<file path="config.mk">
export PLATFORM = sky130hd
export DESIGN_NAME = sync_debounce
export DESIGN_NICKNAME = d
export VERILOG_FILES = /design/src/rtl/sync_debounce.sv
export SDC_FILE = /design/constraint.sdc
export NUM_CORES = 1
export LEC_CHECK = 0
export CORE_AREA = 2 2 39 41
export CTS_BUF_LIST = sky130_fd_sc_hd__clkbuf_4
export DETAILED_ROUTE_END_ITERATION = 8
export DIE_AREA = 0 0 41 43
export GPL_TIMING_DRIVEN = 1
export PLACE_DENSITY = 0.5
export SLEW_MARGIN = 10
export SYNTH_ARGS = -nofsm -noshare
export SYNTH_HDL_FRONTEND = slang
export SYNTH_SLANG_ARGS = --single-unit
export TNS_END_PERCENT = 1
</file>
<file path="constraint.sdc">
create_clock -name clk -period 1.2 [get_ports clk]
set_clock_uncertainty 0.05 [all_clocks]
set_input_delay 0.24 -clock clk [delete_from_list [all_inputs] [get_ports clk]]
set_output_delay 0.24 -clock clk [all_outputs]
set_load 0.02 [all_outputs]
</file>
<file path="src/rtl/sync_debounce.sv">
// rtl/sync_debounce.sv - per-channel synchronizer, tick-qualified debouncer and edge pulses
module sync_debounce #(
    parameter int             N      = 1,
    parameter int             STAGES = 2,
    parameter int             DB_CNT = 4,
    parameter logic [N-1:0]   INIT   = {N{1'b0}}
) (
    input  logic         clk,
    input  logic         rst,
    input  logic [N-1:0] in,
    input  logic         tick,
    output logic [N-1:0] out,
    output logic [N-1:0] rise,
    output logic [N-1:0] fall
);

    localparam int            CW      = (DB_CNT > 1) ? $clog2(DB_CNT) : 1;
    localparam logic [CW-1:0] CNT_MAX = CW'(DB_CNT - 1);

    logic [N-1:0]  r_sync [STAGES];
    logic [CW-1:0] r_cnt  [N];
    logic [CW-1:0] w_cnt_next [N];
    logic [N-1:0]  r_out;
    logic [N-1:0]  r_rise;
    logic [N-1:0]  r_fall;
    logic [N-1:0]  w_s;
    logic [N-1:0]  w_out_next;

    assign w_s  = r_sync[STAGES-1];
    assign out  = r_out;
    assign rise = r_rise;
    assign fall = r_fall;

    // Any agreeing cycle clears the count; the final qualifying tick flips out and clears it too.
    always_comb begin
        w_out_next = r_out;
        for (int i = 0; i < N; i++) begin
            w_cnt_next[i] = '0;
            if (w_s[i] != r_out[i]) begin
                if (!tick) begin
                    w_cnt_next[i] = r_cnt[i];
                end else if (r_cnt[i] == CNT_MAX) begin
                    w_out_next[i] = w_s[i];
                end else begin
                    w_cnt_next[i] = r_cnt[i] + CW'(1);
                end
            end
        end
    end

    always_ff @(posedge clk) begin
        if (rst) begin
            for (int k = 0; k < STAGES; k++) begin
                r_sync[k] <= INIT;
            end
            for (int i = 0; i < N; i++) begin
                r_cnt[i] <= '0;
            end
            r_out  <= INIT;
            r_rise <= '0;
            r_fall <= '0;
        end else begin
            r_sync[0] <= in;
            for (int k = 1; k < STAGES; k++) begin
                r_sync[k] <= r_sync[k-1];
            end
            for (int i = 0; i < N; i++) begin
                r_cnt[i] <= w_cnt_next[i];
            end
            r_out  <= w_out_next;
            // Pulses are registered alongside out so they appear in its first new-value cycle.
            r_rise <= w_out_next & ~r_out;
            r_fall <= ~w_out_next & r_out;
        end
    end

endmodule
</file>
# Yosys cells after proc, flatten, opt, wreduce, memory -nomap -nowiden
# Memory sizes are Yosys's and may differ from the RTL's.
# Cells that the tools add are included.
# Widths: inputs -> output; s select.
# op_classes
n_addsub,1
n_mul,0
div_mod_pow,0
magnitude_cmp,0
n_eq_ne,2
n_shift,0
muxes,13
bitwise,6
n_reduce_logical,1
# ops
cell,n
$mux 1,9
$mux 2,4
$add 2x1->2 const B,1
$and 1x1->1,2
$eq 2x2->1 const B,1
$not 1->1,2
$or 1x1->1,2
$reduce_or 2->1,1
$ne 1x1->1,1
# word_totals
reg_bits,3
latchBits,0
mem_bits_rw,4
mem_bits_ro,0
inputBits,4
out_inout_bits,3
word_cells,28
n_memories,2
# mem_list
memory,depth,word_bits,read_ports,rd_ports_with_merged_regs,write_ports,line,rtl
r_cnt,1,2,1,0,1,21,logic [CW-1:0] r_cnt [N];
r_sync,2,1,2,0,2,20,logic [N-1:0] r_sync [STAGES];

# Longest topological paths before layout
# Gate-level depths: netlist (run 1).
# depth
ltp_word,6
depth_mapped,3
ltp_nobuf,3

# Worst setup path after synthesis (run 1)
# OpenSTA, ideal clock, no wires.
# synth_timing
path_type,register to register
start,memory r_cnt[0][0] (netlist name)
end,memory r_cnt[0][0] (netlist name)
setup_ns,0.079
arrival_ns,1.035
path_slack_ns,0.035
stages_incl_launch_ff,4
synth_period_minus_slack_ns,1.165
path_cell_list,dfxtp_1 ha_1 or3b_1 a211oi_2
# synth_between
elab_chain_cells,6
# synth_rtl
element,line,rtl
"start, declared",21,
$mem_v2 1x2 *,--,
$add 2x1->2 or $eq 2x2->1 (tied branches),"45, 42",
$mux 2,42,end else if (r_cnt[i] == CNT_MAX) begin
$mux 2 *,40,if (!tick) begin
$mux 2 *,39,if (w_s[i] != r_out[i]) begin
$mux 2 (no source line) *,--,
# Every way passes the cells marked *; elsewhere a longest branch is shown, timed or not.

# Worst setup path in the final report (run 1)
# Same ends and word-level chain as after synthesis.

==> summary.txt, run 1 <==
Power and ir drop
  • Max IR drop VDD: 0.000393 V
  • PwrDens: 1240 nW/um^2
  • Leak Pwr: ~0.17 nW
  • Final Total Pwr: 0.504 mW

Detailed routing
  • DRC: 0
  • Met3 wire len: between 40 and 50 um
  • Routed metal-1 wirelength: between 200 and 300 um
  • Met2 WL: 251 um
  • DR vias/cell: 4.21
  • DR vias: around 220
  • Antenna Nets Post-Route: 0
  • Routed WL: about 560 um
  • Max Used Layer: met4
  • WL per Instance: about 11 um
  • Initial DRC Count: 4
  • Pre-antenna DRT Iters: 4

STA
  • Slew margin rel.: 82.8%
  • Max Fclk: 839 MHz
  • Period utilization: between 90% and 100%
  • Final hold viol count: 0
  • Worst Setup Slack, final: 7.82 ps
  • RSZ-0062 raised after global routing: yes
  • Final worst path period need: 1190 ps
  • Endpoints failing setup: 0
  • Final Max Tran Viols: 0
  • Worst slew pin tran: 255 ps

Logic synthesis
  • Flops & latches, synth: 7
  • Mapped Nets: 27
  • Seq/Total Area, Yosys: 54.4%
  • Synth Instances: 22
  • Largest area contributor in the netlist: dfxtp_1
  • Synthesized cell area: 258 sq um
  • Synth top area share: a little over half
  • Count of cell types in the netlist: 14
  • Average cell area after synthesis: between 10 and 15 sq um
  • Synth area leaders: dfxtp_1, nor4b_1, a211oi_2
  • Ys Warns: 0

Hold path
  • Worst Hold End: r_sync[0][1]$_SDFF_PP0_
  • Hold crit path type: reg -> reg
  • Launch point of the worst hold path: r_sync[0][0]$_SDFF_PP0_
  • Cells on Worst Hold Path: 1

Clock tree
  • Clock buffer count from CTS: 3
  • Htree depth: 1
  • Worst-path clk slew: 50 ps
  • CTS Root Cell: clkbuf_4
  • Clock latency on the worst-skew pair: between 200 and 300 ps
  • CTS tree: built
  • Longest Clk Path Bufs: 2
  • # Post-CTS Setup Buffers: 0
  • Clk sinks: 7

Global routing
  • Vias in the first global route: 222
  • Largest net degree at the start of global routing: 6
  • Total grt overflow: 0
  • First-pass GRT wire length: between 800 and 900 um
  • Antenna violations before repair: 0
  • GR Util All Layers: 7.85%

Floorplan
  • Row cnt: 14
  • Die X: ~41 um
  • Die height: 43 um
  • Core region area: 1380 sq um
  • Starting Density: 18.6%
  • Ports: 7
  • Die ar.: 1760 sq um

Critical path
  • CP Class: reg -> reg
  • Cells on worst reg2reg path: 3
  • Crit-path max FO: 3
  • RR Startpoint: r_cnt[0][0]$_SDFFE_PP0P_
  • Critical path's slowest cell: or3b_1
  • R2r setup slk: 8 ps
  • WP data required: between 1000 and 1500 ps
  • Max incr delay on CP: 370 ps
  • Crit path DAT: 1310 ps
  • Critical-path cell list: ha_1 -> or3b_1 -> a211oi_2
  • Critical Path Sink Type: register
  • CP startpoint kind: register
  • R2R Path End: r_cnt[0][0]$_SDFFE_PP0P_

Placement
  • Port Buffers: 6
  • Pre-CTS worst setup slack: -182 ps
  • Final Wtd Congestion: 0.586
  • Hpwl dp: 375 um

Status
  • Status: complete, no violations

Layout
  • N_diodes: 0
  • Area Overhead vs Synth: 57.3%
  • Most common cell after layout, fill and taps aside: dfxtp_1
  • Final #Nets: 43
  • Most frequent cells in the layout: dfxtp_1, buf_4, clkbuf_4
  • Share of layout cells above drive strength 1: 35.1%

Job
  • Max cap viols: 0
-- sequential cells by signal, indices dropped and copies added, names as in the netlist --
register and flops:
fall 1, r_cnt 2, rise 1, out 1
r_sync 2
-- metrics by stage --
| stage | instances | hold WS [ps] | area [sq um] | util, % | TNS, ps |
|---|---|---|---|---|---|
| after floorplan | 22 | 259 | 258 | - | 0 |
| after global placement | 49 | 375 | 375 | 27.1 | -460 |
| after detailed placement | 49 | 389 | 375 | 27.1 | -549 |
| after CTS | 53 | 400 | 403 | 29.1 | -8.78 |
| after global routing | 53 | 403 | 405 | 29.3 | -35.5 |
| final | 53 | 390 | 405 | 29.3 | 0 |
-- report_power, final --
| part | switching (mW) | internal, mW | leakage [nW] |
|---|---|---|---|
| registers | 0.00235 | 0.237 | 0.0568 |
| logic | 0.0113 | 0.0209 | 0.0905 |
| clock network | 0.0835 | 0.149 | 0.0184 |
| total | 0.0971 | 0.407 | 0.166 |
-- repair_timing --
action                                  CTS  global route
endpoints found under the setup margin    4             4
gates cloned                              0             0
hold buffers                              0             0
gates resized for setup                   4             3
pin swaps                                 0             0
-- worst max-delay path, delay by kind of cell (launching register included) --
| kind | cells | cell delay, ps |
|---|---|---|
| AOI/OAI and AO/OA | 1 | 170 |
| adders and majority gates | 1 | 210 |
| DFF | 1 | 320 |
| and+or+nand+nor | 1 | 370 |
-- cells by family (layout without fill, tap and decap cells) --
group,after synthesis,in the layout,synth area share (%)
compound gates,3,3,10.7
mux,1,1,3.88
fa+ha+maj,1,1,4.85
buf+inv,0,15,0
flops,7,7,54.4
simple gates,9,9,22.8
xor+xnor,1,1,3.40
-- per-layer routing --
metal	vias up	GRT usage [%]
met2	9	11.3
met4	0	6.00
met5	-	0
met1	102	7.47
li1	110	-
met3	2	5.24
-- area by class of cell --
type                            count  area (sq um)
Clock buffer                        4          30.0
Tap cell                           16          20.0
Fill cell                         148           978
Timing Repair Buffer               11          91.3
Sequential cell                     7           140
Multi-Input combinational cell     15           124
-- cells in the mapped netlist --
cell type,n
nand2b_1,1
nand3_1,1
a21oi_1,1
mux2i_1,1
a21bo_2,1
dfxtp_1,7
nor3_1,1
ha_1,1
or3b_1,1
xnor2_1,1
nor2b_1,2
a211oi_2,1
nor4b_1,2
nand2_1,1
-- worst max-delay path by stage --
stage                              from  slack (ps)  cells after the start                        to
2_1_floorplan  r_cnt[0][0]$_SDFFE_PP0P_          40                      3  r_cnt[0][0]$_SDFFE_PP0P_
3_3_place_gp                       tick        -160                      3  r_cnt[0][0]$_SDFFE_PP0P_
3_5_place_dp                       tick        -180                      3  r_cnt[0][0]$_SDFFE_PP0P_
4_1_cts        r_cnt[0][0]$_SDFFE_PP0P_          -9                      3  r_cnt[0][0]$_SDFFE_PP0P_
5_1_grt        r_cnt[0][0]$_SDFFE_PP0P_         -40                      3  r_cnt[0][0]$_SDFFE_PP0P_
6_report       r_cnt[0][0]$_SDFFE_PP0P_           8                      3  r_cnt[0][0]$_SDFFE_PP0P_
Note: power is estimated with default switching activity, not from simulation.
==> run 2: changes to the inputs <==
CTS_BUF_LIST = sky130_fd_sc_hd__clkbuf_8   (was sky130_fd_sc_hd__clkbuf_4)
==> run 2 against run 1 <==
Against the previous run:
- register-to-register slack about the same
- clock power grew 37%
- die area did not move
- critical path type unchanged
- critical endpoint unchanged
==> summary.txt, run 2 (same netlist as run 1, synthesis figures left out) <==
Detailed routing
  • Initial DRC Count: 2
  • DR vias/cell: 4.17
  • DR vias: 221
  • Routed WL: 531 um
  • DRC: 0
  • Pre-antenna DRT Iters: 2
  • WL per Instance: 10.0 um
  • Antenna Nets Post-Route: 0

Global routing
  • Largest net degree at the start of global routing: 6
  • First-pass GRT wire length: 869 um
  • Vias in the first global route: 226
  • Antenna violations before repair: 0
  • GR Util All Layers: 8.46%
  • Total grt overflow: 0

Power and ir drop
  • Max IR drop VDD: 0.000561 V
  • PwrDens: 1390 nW/um^2
  • Leak Pwr: 0.178 nW
  • Final Total Pwr: a little under 0.6 mW

Clock tree
  • Htree depth: 1
  • CTS tree: built
  • Clock buffer count from CTS: 3
  • Clk sinks: 7
  • CTS Root Cell: clkbuf_8
  • Longest Clk Path Bufs: 2
  • Worst-path clk slew: around 40 ps
  • # Post-CTS Setup Buffers: 0
  • Clock latency on the worst-skew pair: 220 ps

Floorplan
  • Row cnt: 14
  • Core region area: 1380 sq um
  • Starting Density: 18.6%
  • Ports: 7
  • Die height: ~43 um
  • Die ar.: between 1500 and 2000 sq um
  • Die X: 41 um

Critical path
  • Crit-path max FO: 3
  • CP Class: reg -> reg
  • Crit path DAT: 1290 ps
  • WP data required: 1300 ps
  • CP startpoint kind: register
  • Critical Path Sink Type: register

Placement
  • Pre-CTS worst setup slack: -182 ps
  • Port Buffers: 6
  • Placed Instance Area: 375 sq um
  • Hpwl dp: 375 um
  • Final Wtd Congestion: between 0.5 and 0.6
  • Placed Cells: 49

STA
  • Final TNS setup: 0 ps
  • Worst slew pin tran: 253 ps
  • Worst Setup Slack, final: about 11 ps
  • Final Max Tran Viols: 0
  • Hold slack: 388 ps
  • Final worst path period need: approximately 1200 ps
  • Endpoints failing setup: 0
  • Slew margin rel.: approximately 83%
  • Max Fclk: 841 MHz
  • Period utilization: approximately 100%
  • RSZ-0062 raised after global routing: yes
  • Final hold viol count: 0

Job
  • Max cap viols: 0

Layout
  • Share of layout cells above drive strength 1: 29.7%
  • Post-layout util: 30.7%
  • Final #Nets: 43
  • Most frequent cells in the layout: dfxtp_1, buf_4, clkbuf_8, clkdlybuf4s50_1
  • Largest regs: r_cnt (2), r_sync (2)
  • Fin area: 424 sq um
  • Fin cells: 53
  • Most common cell after layout, fill and taps aside: dfxtp_1
  • Final-layout fill cell count: about 150
  • N_diodes: 0
  • Area Overhead vs Synth: 64.6%

Hold path
  • Hold crit path type: reg -> reg

Status
  • Status: complete, no violations
[run 2: cell types whose count changed in the layout (fill, tap and decap cells not counted)]
| cell | delta |
|---|---|
| dlygate4sd2_1 | +1 |
| clkbuf_4 | -4 |
| clkbuf_2 | -1 |
| clkbuf_8 | +3 |
| inv_1 | +1 |
[run 2: path summary, 6_finish.rpt]
check / from / to / slack [ps] / cells past startpoint
max reg2reg: r_cnt[0][0]$_SDFFE_PP0P_ / r_cnt[0][0]$_SDFFE_PP0P_ / 10 / 3
max: r_cnt[0][0]$_SDFFE_PP0P_ / r_cnt[0][0]$_SDFFE_PP0P_ / 10 / 3
min: r_sync[0][0]$_SDFF_PP0_ / r_sync[0][1]$_SDFF_PP0_ / 390 / 1
min reg2reg: r_sync[0][0]$_SDFF_PP0_ / r_sync[0][1]$_SDFF_PP0_ / 390 / 1
[run 2: repair_timing]
item	in CTS	in global routing
setup endpoints to repair	4	3
hold buffers	0	0
pin swaps	0	0
gates resized for setup	3	2
[run 2: critical path, stage by stage, from the launching register on]
cell and delay (ps):
dfxtp_1 310, ha_1 210, or3b_1 370, a211oi_2 170
[run 2: area by class of cell]
cell class,count,area [sq um],area share (%)
timing repair buffer,11,95.1,22.4
clock buffer,3,41.3,9.73
tap,16,20.0,4.72
sequential,7,140,33.0
multi-input combinational,15,124,29.2
clock inverter,1,3.75,0.885
[run 2: power breakdown]
part           switching, mW  total (mW)  internal [mW]
registers            0.00229       0.240          0.238
logic                 0.0111      0.0320         0.0209
clock network         0.0983       0.319          0.221
total                  0.112       0.591          0.479
[run 2: routing by layer]
| layer | GRT usage, % | wire length, um | share of wire, % |
|---|---|---|---|
| met1 | 7.47 | 236 | 44 |
| met2 | 11.3 | 214 | 40 |
| met3 | 5.24 | 52 | 9.8 |
| met4 | 10.0 | 27 | 5.1 |
| met5 | 0 | 0 | 0 |
